File: src/rtl/fft_pkg.sv
// Shared FFT buffering definitions: default widths, buffer FSM states and
// the bit-reversal helper used to map FFT output order to bin index.
package fft_pkg;

  localparam int DEF_LGSIZE = 6;
  localparam int DEF_DW     = 16;

  typedef enum logic [1:0] {
    IDLE,
    FILL,
    DRAIN
  } state_t;

  // Reverses the low 'width' bits of value (width <= 12); upper bits return 0.
  function automatic logic [11:0] bitrev(input logic [11:0] value, input int unsigned width);
    logic [11:0] r;
    r = '0;
    for (int unsigned i = 0; i < 12; i++) begin
      if (i < width) r[i[3:0]] = value[4'(width - 1 - i)];
    end
    return r;
  endfunction

endpackage

File: src/rtl/fft_unscrambler_if.sv
// Sample-stream bundle for the unscrambler: FFT-side strobe/sync/data in,
// natural-order valid/ready stream plus status out.
interface fft_unscrambler_if #(
  parameter int DW = 16
);
  logic          i_ce;
  logic          i_sync;
  logic [DW-1:0] i_val;
  logic          o_busy;
  logic          o_overflow;
  logic          o_valid;
  logic          i_ready;
  logic [DW-1:0] o_val;
  logic          o_sync;
  logic          o_last;

  modport slave (
    input  i_ce, i_sync, i_val, i_ready,
    output o_busy, o_overflow, o_valid, o_val, o_sync, o_last
  );

  modport master (
    output i_ce, i_sync, i_val, i_ready,
    input  o_busy, o_overflow, o_valid, o_val, o_sync, o_last
  );
endinterface

File: src/rtl/fft_dpram.sv
// Simple dual-port RAM, one write and one registered read port.
// The read register holds while i_re is low, so it can act as an output stage.
module fft_dpram #(
  parameter int DW = 16,
  parameter int AW = 6
) (
  input  logic          i_clk,
  input  logic          i_reset,
  input  logic          i_we,
  input  logic [AW-1:0] i_waddr,
  input  logic [DW-1:0] i_wdata,
  input  logic          i_re,
  input  logic [AW-1:0] i_raddr,
  output logic [DW-1:0] o_rdata
);
  logic [DW-1:0] mem_q [2**AW];
  logic [DW-1:0] rdata_q;

  always_ff @(posedge i_clk) begin
    if (i_we) mem_q[i_waddr] <= i_wdata;
  end

  always_ff @(posedge i_clk) begin
    if (i_reset)   rdata_q <= '0;
    else if (i_re) rdata_q <= mem_q[i_raddr];
  end

  assign o_rdata = rdata_q;
endmodule

File: src/rtl/fft_unscrambler.sv
// Buffers one bit-reversed FFT frame and replays it in natural bin order
// over a valid/ready stream; input arriving during replay is dropped and flagged.
module fft_unscrambler
  import fft_pkg::*;
#(
  parameter int LGSIZE = DEF_LGSIZE,
  parameter int DW     = DEF_DW
) (
  input logic                i_clk,
  input logic                i_reset,
  fft_unscrambler_if.slave   bus
);
  localparam logic [LGSIZE:0] LAST = {1'b0, {LGSIZE{1'b1}}};
  localparam logic [LGSIZE:0] FULL = {1'b1, {LGSIZE{1'b0}}};

  state_t            state_q;
  logic [LGSIZE:0]   wcount_q, rcount_q;
  logic              busy_q, ovf_q, valid_q, sync_q, last_q;
  logic              wr_en, rd_en;
  logic [LGSIZE-1:0] wr_addr;

  // The RAM read register doubles as the output register: a read is issued
  // whenever that stage is empty or being consumed, hiding the read latency.
  always_comb begin
    wr_en   = bus.i_ce && ((state_q == IDLE && bus.i_sync) || state_q == FILL);
    wr_addr = bus.i_sync ? '0 : LGSIZE'(bitrev(12'(wcount_q), LGSIZE));
    rd_en   = (state_q == DRAIN) && (rcount_q != FULL) && (!valid_q || bus.i_ready);
  end

  always_ff @(posedge i_clk) begin
    if (i_reset) begin
      state_q  <= IDLE;
      wcount_q <= '0;
      rcount_q <= '0;
      busy_q   <= 1'b0;
      ovf_q    <= 1'b0;
      valid_q  <= 1'b0;
      sync_q   <= 1'b0;
      last_q   <= 1'b0;
    end else begin
      case (state_q)
        IDLE: begin
          if (bus.i_ce && bus.i_sync) begin
            wcount_q <= {{LGSIZE{1'b0}}, 1'b1};
            state_q  <= FILL;
          end
        end
        FILL: begin
          if (bus.i_ce) begin
            if (bus.i_sync) begin
              wcount_q <= {{LGSIZE{1'b0}}, 1'b1};
            end else if (wcount_q == LAST) begin
              wcount_q <= '0;
              rcount_q <= '0;
              busy_q   <= 1'b1;
              state_q  <= DRAIN;
            end else begin
              wcount_q <= wcount_q + 1'b1;
            end
          end
        end
        DRAIN: begin
          if (bus.i_ce) ovf_q <= 1'b1;
          if (rd_en) begin
            rcount_q <= rcount_q + 1'b1;
            valid_q  <= 1'b1;
            sync_q   <= (rcount_q == '0);
            last_q   <= (rcount_q == LAST);
          end else if (bus.i_ready) begin
            valid_q <= 1'b0;
            sync_q  <= 1'b0;
            last_q  <= 1'b0;
          end
          if (valid_q && bus.i_ready && last_q) begin
            busy_q  <= 1'b0;
            state_q <= IDLE;
          end
        end
        default: state_q <= IDLE;
      endcase
    end
  end

  fft_dpram #(
    .DW(DW),
    .AW(LGSIZE)
  ) u_ram (
    .i_clk   (i_clk),
    .i_reset (i_reset),
    .i_we    (wr_en),
    .i_waddr (wr_addr),
    .i_wdata (bus.i_val),
    .i_re    (rd_en),
    .i_raddr (rcount_q[LGSIZE-1:0]),
    .o_rdata (bus.o_val)
  );

  assign bus.o_busy     = busy_q;
  assign bus.o_overflow = ovf_q;
  assign bus.o_valid    = valid_q;
  assign bus.o_sync     = sync_q;
  assign bus.o_last     = last_q;
endmodule
File: src/flat_wrapper.sv
// flat-port wrapper written by rule: the top's interface ports become plain ports
module fft_unscrambler_flat import fft_pkg::*;
#(
  parameter int LGSIZE = DEF_LGSIZE,
  parameter int DW     = DEF_DW
)
  (i_clk, i_reset, bus_i_ce, bus_i_sync, bus_i_val, bus_i_ready, bus_o_busy, bus_o_overflow, bus_o_valid, bus_o_val, bus_o_sync, bus_o_last);
  fft_unscrambler_if #(.DW(DW)) bus_i ();
  input logic i_clk;
  input logic i_reset;
  input wire logic [$bits(bus_i.i_ce)-1:0] bus_i_ce;
  input wire logic [$bits(bus_i.i_sync)-1:0] bus_i_sync;
  input wire logic [$bits(bus_i.i_val)-1:0] bus_i_val;
  input wire logic [$bits(bus_i.i_ready)-1:0] bus_i_ready;
  output wire logic [$bits(bus_i.o_busy)-1:0] bus_o_busy;
  output wire logic [$bits(bus_i.o_overflow)-1:0] bus_o_overflow;
  output wire logic [$bits(bus_i.o_valid)-1:0] bus_o_valid;
  output wire logic [$bits(bus_i.o_val)-1:0] bus_o_val;
  output wire logic [$bits(bus_i.o_sync)-1:0] bus_o_sync;
  output wire logic [$bits(bus_i.o_last)-1:0] bus_o_last;
  assign bus_i.i_ce = bus_i_ce;
  assign bus_i.i_sync = bus_i_sync;
  assign bus_i.i_val = bus_i_val;
  assign bus_i.i_ready = bus_i_ready;
  assign bus_o_busy = bus_i.o_busy;
  assign bus_o_overflow = bus_i.o_overflow;
  assign bus_o_valid = bus_i.o_valid;
  assign bus_o_val = bus_i.o_val;
  assign bus_o_sync = bus_i.o_sync;
  assign bus_o_last = bus_i.o_last;
  fft_unscrambler #(.LGSIZE(LGSIZE), .DW(DW)) u_core (.i_clk(i_clk), .i_reset(i_reset), .bus(bus_i));
endmodule
File: config.mk
export PLATFORM = sky130hd
export DESIGN_NAME = fft_unscrambler_flat
export DESIGN_NICKNAME = d
export VERILOG_FILES = /design/src/rtl/fft_pkg.sv /design/src/rtl/fft_unscrambler_if.sv /design/src/rtl/fft_dpram.sv /design/src/rtl/fft_unscrambler.sv /design/src/flat_wrapper.sv
export SDC_FILE = /design/constraint.sdc
export NUM_CORES = 1
export LEC_CHECK = 0
export CAP_MARGIN = 20
export CORE_ASPECT_RATIO = 0.5
export CORE_MARGIN = 2
export CORE_UTILIZATION = 40
export DETAILED_ROUTE_END_ITERATION = 12
export SKIP_CTS_REPAIR_TIMING = 1
export SLEW_MARGIN = 30
export SYNTH_ARGS = -nofsm -noshare
export SYNTH_HDL_FRONTEND = slang
export SYNTH_SLANG_ARGS = --single-unit
File: constraint.sdc
create_clock -name i_clk -period 2.69 [get_ports i_clk]
set_clock_uncertainty 0.2 [all_clocks]
set_input_delay 0.538 -clock i_clk [delete_from_list [all_inputs] [get_ports i_clk]]
set_output_delay 0.538 -clock i_clk [all_outputs]
set_load 0.05 [all_outputs]
---- Yosys cells after proc, flatten, opt, wreduce, memory -nomap -nowiden ----
Memory sizes are Yosys's and may differ from the RTL's. A register that Yosys moved wholly into a read port is not among the register bits.
Index checks and enable logic that the tools add are counted.
storage, ports and cells
  RAM bits ................................ 1024
  memories kept ........................... 1
  bits of input ports ..................... 21
  word-level logic and storage cells ...... 71
  register bits ........................... 21
memory list
  memory              depth  bits a word  rd ports  clocked after Yosys merged registers in  write ports  line             text
  u_core.u_ram.mem_q  64     16           1         1                                        1            fft_dpram.sv:16  logic [DW-1:0] mem_q [2**AW];
operators by class
  add/sub/neg operators ................... 2
  muxes and demuxes ....................... 28
  reductions and logical operators ........ 21
  equal/unequal tests ..................... 11
operators with widths
  cell                                           number
  2-to-1 mux 7 bit                               8
  one-hot mux 7 bit (2 select lines)             2
  AND reduction 5 bit                            3
  adder 7 x 1 -> 7 bit, second input constant    2
  == test 7 x 6 -> 1 bit, second input constant  2
  2-to-1 mux 1 bit                               10
  2-to-1 mux 2 bit                               5
  != test 2 bit, second input constant           5
  logical AND 1 bit                              7
  zero test 7 bit                                1
  != test 7 bit, second input constant           1
  2-to-1 mux 6 bit                               1
  one-hot mux 2 bit (3 select lines)             1
  nonzero test 2 bit                             3
  AND reduction 2 bit                            2
  AND reduction 3 bit                            1
  == test 2 x 1 -> 1 bit, second input constant  1
  == test 2 bit, second input constant           1
  zero test 2 bit                                1
  logical OR 1 bit                               2
  != test 2 x 1 -> 1 bit, second input constant  1
  one-hot mux 1 bit (2 select lines)             1
  zero test 1 bit                                1

---- Logic depth before layout (Yosys ltp) ----
Gate-level depths: netlist of the first run.
  word-level depth ........................ 6
  depth in mapped cells ................... 12

---- Modules after synthesis ----
Synthesis of the first run repeated with hierarchy kept, for this count alone.
unflattened totals
  cell total of the unflattened synthesis .. 2172
  area total of the unflattened synthesis .. 41267.1 um2
by module, submodules not included
  module           area each (um2)  times used  cells an instance  sequential area each (um2)
  fft_dpram        40146.0          1           2036               31069.8
  fft_unscrambler  1121.1           1           136                420.4

---- Worst setup path before layout of the first run ----
OpenSTA, ideal clock, no wires.
  path type ............................... register to register
  from .................................... register u_core.rcount_q[1]
  to ...................................... register u_core.u_ram.rdata_q[11], in the netlist u_core.u_ram.o_rdata[11] (read register of u_core.u_ram.mem_q)
  cell stages (with the launch flop) ...... 12
  data arrival time ....................... 2.475 ns
  clock period less this slack ............ 2.792 ns
  data required time ...................... 2.373 ns
  setup slack ............................. -0.102 ns
  cells stage by stage .................... dfxtp_1 buf_4 buf_2 buf_2 buf_4 inv_1 ha_1 nor2b_1 nand3_1 nand2_1 or4_1 a32o_1
between the ends
  word-level cells in the longest chain between the ends .. 3
RTL lines
  element                          line                   text
  start, declared                  fft_unscrambler.sv:17  logic [LGSIZE:0] wcount_q, rcount_q;
  start signal, assigned           fft_unscrambler.sv:65  rcount_q <= rcount_q + 1'b1;
  != test 7 bit                    fft_unscrambler.sv:27  rd_en = (state_q == DRAIN) && (rcount_q != FULL) && (!valid_q || bus.i_ready);
  logical AND 1 bit (2 in series)  fft_unscrambler.sv:27
  end, declared                    fft_dpram.sv:17        logic [DW-1:0] rdata_q;
Parallel ways exist; a longest one is shown, timed or not.
A chain may end at the register's enable or synchronous reset.

---- Worst setup path after layout of the first run ----
  from .................................... register u_core.rcount_q[1]
  to ...................................... register u_core.u_ram.rdata_q[2], in the netlist u_core.u_ram.o_rdata[2] (read register of u_core.u_ram.mem_q)
The elaborated chain is that of the path after synthesis.

==> results of run 1 <==
## logic make-up after synthesis
kind of cell             after synthesis  share of synthesized area
buffers and inverters                112                     0.0150
AND/OR/NAND/NOR                      348                     0.0379
XOR/XNOR                               9                    0.00192
adder cells (fa/ha/maj)                3                   0.000914
flip-flops                          1061                      0.766
multiplexers                         329                      0.148
AO/OA/AOI/OAI                        176                     0.0297
## synth_stat cells (all sizes together) (3+ instances only)
cell type,n
edfxtp,1024
mux4,223
nor2,150
mux2i,104
nand2,91
buf,77
a21oi,39
dfxtp,37
clkbuf,28
a22oi,24
nor3,24
o21ai,20
nand3,19
a31oi,16
a211oi,14
a22o,14
nor2b,11
nor4,11
o221ai,11
a31o,9
o22ai,7
and3,6
inv,6
nand2b,6
nand4,6
xor2,5
and2,4
xnor2,4
a311oi,3
and2b,3
ha,3
nor3b,3
o211a,3
o21a,3
or4,3
## state kept, by name (all words and copies together), names as in the netlist
register	count
u_core.bus.o_overflow	1
u_core.u_ram.mem_q	1024
u_core.rcount_q	7
u_core.bus.o_last	1
u_core.u_ram.o_rdata	16
u_core.state_q	2
u_core.wcount_q	7
u_core.bus.o_busy	1
u_core.bus.o_valid	1
u_core.bus.o_sync	1
## layer usage
| metal | routed length (um) | global-route usage | vias to the layer above |
|---|---|---|---|
| met5 | 0 | 0 | - |
| met4 | 2790 | 0.0492 | 0 |
| met3 | 8200 | 0.0402 | 148 |
| met2 | 50500 | 0.319 | 873 |
| met1 | 46400 | 0.294 | 11300 |
| li1 | - | - | 9066 |
## cells in the final DEF, fill, tap and decap left out, types with 4 or more instances in the layout
| master | synthesis | routed |
|---|---|---|
| nor3_1 | 24 | 24 |
| clkinv_2 | 0 | 18 |
| inv_1 | 6 | 5 |
| o22ai_1 | 7 | 7 |
| nor2_1 | 150 | 140 |
| nand3_1 | 19 | 19 |
| and3_1 | 6 | 6 |
| nor2_2 | 0 | 10 |
| clkinv_1 | 1 | 18 |
| nand2_1 | 91 | 90 |
| a211oi_1 | 14 | 13 |
| a31o_2 | 9 | 9 |
| clkbuf_16 | 0 | 101 |
| xor2_1 | 5 | 5 |
| nor4_2 | 0 | 5 |
| nand4_1 | 6 | 6 |
| a31oi_1 | 16 | 16 |
| clkinvlp_4 | 0 | 7 |
| buf_2 | 43 | 16 |
| a22o_1 | 14 | 13 |
| o221ai_1 | 11 | 11 |
| dlymetal6s2s_1 | 0 | 6 |
| nor4_1 | 11 | 4 |
| clkdlybuf4s50_1 | 0 | 19 |
| mux2i_1 | 104 | 102 |
| edfxtp_1 | 1024 | 1024 |
| a22oi_1 | 24 | 24 |
| dfxtp_1 | 37 | 33 |
| nand2b_1 | 6 | 6 |
| buf_12 | 1 | 93 |
| a21oi_1 | 39 | 39 |
| mux4_2 | 222 | 223 |
| bufinv_16 | 0 | 8 |
| o21ai_0 | 18 | 18 |
| nor2b_1 | 11 | 11 |
| xnor2_1 | 4 | 4 |
| clkbuf_1 | 28 | 23 |
| buf_4 | 19 | 193 |
## final cells by class
type	count	area share
diodes	2	0.000102
clock buffers	122	0.0521
clock inverters	56	0.0101
inverters	7	0.000559
multi-input cells	865	0.185
flip-flops and latches	1061	0.640
well taps	1360	0.0346
repair buffers	333	0.0769
## stage by stage
stage / hold slack (ns) / cell area (um2) / std cells / total power, mW / utilization
global placement: 0.242 / 45900 / 3619 / 19.1 / 0.449
finish: 0.0200 / 49200 / 3806 / 32.2 / 0.481
CTS: -0.000815 / 49000 / 3797 / 32.4 / 0.479
detailed placement: 0.255 / 45900 / 3619 / 19.1 / 0.449
floorplan: 0.228 / 41100 / 2038 / 18.6 / -
global route: 0.00425 / 49200 / 3804 / 33.0 / 0.481
## worst min path at each step
stage / start / to / slack [ns] / depth (start not counted)
finish: bus_i_val[12] / u_core.u_ram.mem_q[10][12] / 0.02 / 1
detailed placement: u_core.wcount_q[6] / u_core.wcount_q[6] / 0.26 / 2
global route: bus_i_val[12] / u_core.u_ram.mem_q[11][12] / 0.004 / 1
global placement: u_core.wcount_q[6] / u_core.wcount_q[6] / 0.24 / 2
floorplan: u_core.wcount_q[6] / u_core.wcount_q[6] / 0.23 / 2
CTS: bus_i_val[12] / u_core.u_ram.mem_q[10][12] / -0.0008 / 1
## power by group through the flow
| stage | clock, mW | combinational, mW | sequential (mW) |
|---|---|---|---|
| 6_report | 13.5 | 0.572 | 18.1 |
| 5_1_grt | 14.3 | 0.607 | 18.1 |
| 4_1_cts | 13.7 | 0.580 | 18.1 |
| 3_5_place_dp | 0 | 0.583 | 18.5 |
| 3_3_place_gp | 0 | 0.576 | 18.5 |
| 2_1_floorplan | 0 | 0.0798 | 18.5 |
## worst register-to-register path: cells and delay by family, from the launching register on
family / cells / cell delay (ns)
flops: 1 / 0.48
simple gates: 2 / 0.45
buf+inv: 2 / 0.52
mux: 1 / 0.37
compound gates: 2 / 0.57
==> reports/qor.yml, run 1 <==
outcome: "finished clean"
grt_pass1_wl_um: 153000
cp_cell_sequence: "buf_12 > buf_4 > mux4_2 > a22oi_1 > nand3_1 > and3_1 > a211o_1"
vias: 21400
dp_slack_ns: -0.319
synth_area_per_cell_um2: 20.2
max_freq_mhz: 372
synthTopCellsByArea: "edfxtp_1 75%, mux4_2 12%, mux2i_1 2.5%"
wl_per_cell_um: 28.3
clockPowerShare: 0.419
fin_tns_setup_ns: 0
hp-class: "in -> reg"
grt_overflow: 0
path_clk_slew_ns: 0.07
portBuffers: 41
swShare: 0.199
slew_viol_final: 0
hold_viol_final: 0
power.leakage_nw: 15.6
die_h_um: 231
h-tree-depth: 3
worst_slew_pin_slew_ns: 0.743
ys_warn_count: 0
synth-seq-cells: 1061
irDropWorstVdd_mv: 0.437
antenna_found_initial: 2
grt_pass1_vias: 21000
arrival_ns: 3.05
synthFlopType: "edfxtp_1"
clk_latency_ns: 0.67
startpoint_type: "flip-flop"
areaGrowthSynthToFinish_pct: 19.7
cap_violations: 0
crit_path_end: "u_core.u_ram.o_rdata[2]"
cp_num_buf_inv: 2
fin_ws_ns: 0.00176
crit_path_end_kind: "flip-flop"
synth_area_um2: 41100
synth_nets: 2062
fin_crit_ns: 2.69
rsz0062_at_grt: "true"
worst-path-stages: 7
synth_edf_count: 1024
r2r-end: "u_core.u_ram.o_rdata[2]"
power_density_nw_per_um2: 654
dr.pass1.iters: 7
fin_nets: 2388
ioPinCount: 42
p_comb_frac: 0.018
routed_wl_um: 108000
viasPerCell: 5.61
cp_top_family: "compound AO/OA/AOI/OAI gates"
synth_seq_area_share: 0.766
route.detailed.drc: 0
gp_congestion: 0.913
grt_max_degree: 65
final_layout_size_suffix_gt1_frac: 0.293
ff2ff_path_depth: 7
drtIter0Drc: 2654
synth_cells: 2038
cp-startpoint: "u_core.rcount_q[1]"
post-route-period-util: 0.999
required_ns: 3.05
ys_async_sr_fraction: 0
synth_top_area_frac: 0.748
p_int_mw: 25.8
core.rowCount: 83
numCtsBuffers: 96
r2r-start: "u_core.rcount_q[1]"
synth_top_area_cell: "edfxtp_1"
hpwl_um: 68600
cts-root-buf: "clkbuf_16"
worst_path_max_delay_cell: "dfxtp_4"
register_area_um2: 31500
max_stage_delay_ns: 0.48
core_um2: 102000
grt_use_total: 0.203
cts_sinks: 1061
fillers: 8422
crit_type: "reg -> reg"
setup_violations: 0
path_max_fanout: 17
ant_nets: 0
cts.path.max_buffers: 3
maxSlewHeadroom: 0.505
ys_types: 64
reg2reg_slack_ns: 0.002
multi_input_area_um2: 9120
pwr-share-seq: 0.563
initial_utilization: 0.402
die_w_um: 457
die-area_um2: 105000
cts_tree: "yes"
switchingPower_mw: 6.39
(Power assumes the default switching activity.)
==> inputs of run 2 (changes only) <==
- GPL_TIMING_DRIVEN: default -> 0
==> run 2 against run 1 <==
Compared with the run above: the run now ends with setup timing left; final area up 1.2%; global-route usage rose by 2.0 points; cell count is 1.7% lower; highest routed layer unchanged.
==> reports/qor.yml, run 2 (same netlist as run 1, synthesis figures left out) <==
outcome: "finished with violations"
violations: "setup timing"
arrival_ns: 3.16  # +0.11 ns
min_to: "u_core.u_ram.mem_q[15][8]"
cts-root-buf: "clkbuf_16"
hpwl_um: 78800  # +15%
path_common_cell: "buf_6"
placed_cell_area_um2: 44500  # -2.9%
core.rowCount: 83  # unchanged
fin_ws_ns: -0.121  # -0.123 ns
totalPowerFinal_mw: 32.5  # +1.2%
cp_top_family: "multiplexers"
ioPinCount: 42  # unchanged
fin_crit_ns: 2.81  # +0.123 ns
route.detailed.drc: 0  # unchanged
hp-class: "in -> reg"
worst_hold_slack_ns: 0.0751  # +0.0551 ns
hold_viol_final: 0  # unchanged
grt_use_total: 0.223  # +0.0195
ant_nets: 0  # unchanged
final_layout_size_suffix_gt1_frac: 0.312  # +0.0198
fillers: 8239  # -2.2%
post-route-period-util: 1.05  # +0.0457
cp_num_buf_inv: 4  # +2
setup_violations: 45  # +45
cts.path.max_buffers: 3  # unchanged
slew_viol_final: 0  # unchanged
grt_max_degree: 65  # unchanged
required_ns: 3.04  # about the same
crit_type: "reg -> reg"
r2r-start: "u_core.rcount_q[0]"
max_stage_delay_ns: 0.58  # +0.10 ns
dr.pass1.iters: 6  # -1
crit_path_end_kind: "flip-flop"
rsz0062_at_grt: "true"
worst_path_max_delay_cell: "mux4_2"
die-area_um2: 105000  # unchanged
die_h_um: 231  # unchanged
drtIter0Drc: 3488  # +31%
r2r-end: "u_core.u_ram.o_rdata[13]"
reg2reg_slack_ns: -0.12  # -0.12 ns
h-tree-depth: 3  # unchanged
routed_wl_um: 120000  # +11%
vias: 22200  # +4.0%
worst_slew_pin_slew_ns: 1.16  # +0.413 ns
grt_overflow: 0  # unchanged
power.leakage_nw: 15.5  # -0.32%
path_clk_slew_ns: 0.07  # about the same
gp_congestion: 1.03  # +13%
path_max_fanout: 10  # -7
fin_nets: 2320  # -2.8%
min_path_cells: 1  # unchanged
final_common_cell: "edfxtp_1"
core_um2: 102000  # unchanged
initial_utilization: 0.402  # unchanged
numCtsBuffers: 97  # +1.0%
min_from: "bus_i_val[8]"
areaGrowthSynthToFinish_pct: 21.2
dp_slack_ns: -1.64  # -1.32 ns
irDropWorstVdd_mv: 0.516  # +18%
finalInstanceArea_um2: 49800  # +1.2%
cap_violations: 0  # unchanged
clk_latency_ns: 0.70  # +0.03 ns
final_cell_mix: "1024 x edfxtp_1, 222 x mux4_2, 99 x clkbuf_16"
grt_pass1_vias: 20800  # -0.97%
wl_per_cell_um: 32.1  # +13%
power_density_nw_per_um2: 653  # about the same
cp_cell_sequence: "buf_6 > buf_6 > buf_12 > buf_6 > mux4_2 > mux2i_4 > o22ai_1 > a2111oi_4 > a211oi_1"
ff2ff_path_depth: 9  # +2
largest_reg_flops: 1024  # unchanged
grt_pass1_wl_um: 163000  # +6.7%
final_util: 0.487  # +0.00594
die_w_um: 457  # unchanged
startpoint_type: "flip-flop"
largest-register: "u_core.u_ram.mem_q"
viasPerCell: 5.94  # +5.8%
maxSlewHeadroom: 0.221  # -0.284
cts_sinks: 1061  # unchanged
portBuffers: 41  # unchanged
max_freq_mhz: 356  # -4.4%
antenna_found_initial: 1  # -1
cts_tree: "yes"
run 2: cell types whose count changed in the layout (fill, tap and decap cells not counted), moves of 20 or more:
cell      before  now
buf_4        193   60
nor2_4         0   65
nor2_1       140   83
clkbuf_4       0   30
buf_12        93   69
buf_6          2   22
run 2: per-layer routing:
metal / vias up / global-route usage / share of wire
li1: 8942 / - / -
met5: - / 0 / 0
met2: 1179 / 0.344 / 0.46
met1: 11900 / 0.316 / 0.41
met4: 0 / 0.0637 / 0.033
met3: 229 / 0.0538 / 0.10
run 2: through the flow:
stage | TNS [ns] | cells
floorplan | -19.57 | 2038
global placement | -2609.44 | 3439
detailed placement | -1076.48 | 3476
CTS | -345.42 | 3658
global route | -7.39 | 3740
finish | -1.23 | 3740
run 2: layout make-up:
type,count,area (um2),area share
repair buffers,162,2470,0.0497
multi-input cells,865,9960,0.200
well taps,1360,1700,0.0342
inverters,7,42.5,0.000854
plain buffers,102,970,0.0195
diodes,1,2.50,0.0000502
flip-flops and latches,1061,31500,0.632
clock inverters,58,581,0.0117
clock buffers,124,2580,0.0518
run 2: power breakdown:
group | switching [mW] | internal, mW | total (mW)
combinational | 0.396 | 0.116 | 0.513
sequential | 0.00820 | 18.1 | 18.1
clock | 6.14 | 7.77 | 13.9
total | 6.54 | 26.0 | 32.5
run 2: worst max path at each step:
stage / slack [ns] / cells past startpoint / startpoint / to
after floorplan: -0.09 / 5 / bus_i_sync / u_core.u_ram.mem_q[62][0]
after global placement: -2.24 / 6 / bus_i_sync / u_core.u_ram.mem_q[6][10]
after detailed placement: -1.64 / 7 / bus_i_sync / u_core.u_ram.mem_q[54][5]
after CTS: -1.44 / 11 / u_core.rcount_q[1] / u_core.u_ram.o_rdata[13]
after global routing: -0.14 / 8 / u_core.rcount_q[0] / u_core.u_ram.o_rdata[10]
final: -0.12 / 9 / u_core.rcount_q[0] / u_core.u_ram.o_rdata[13]
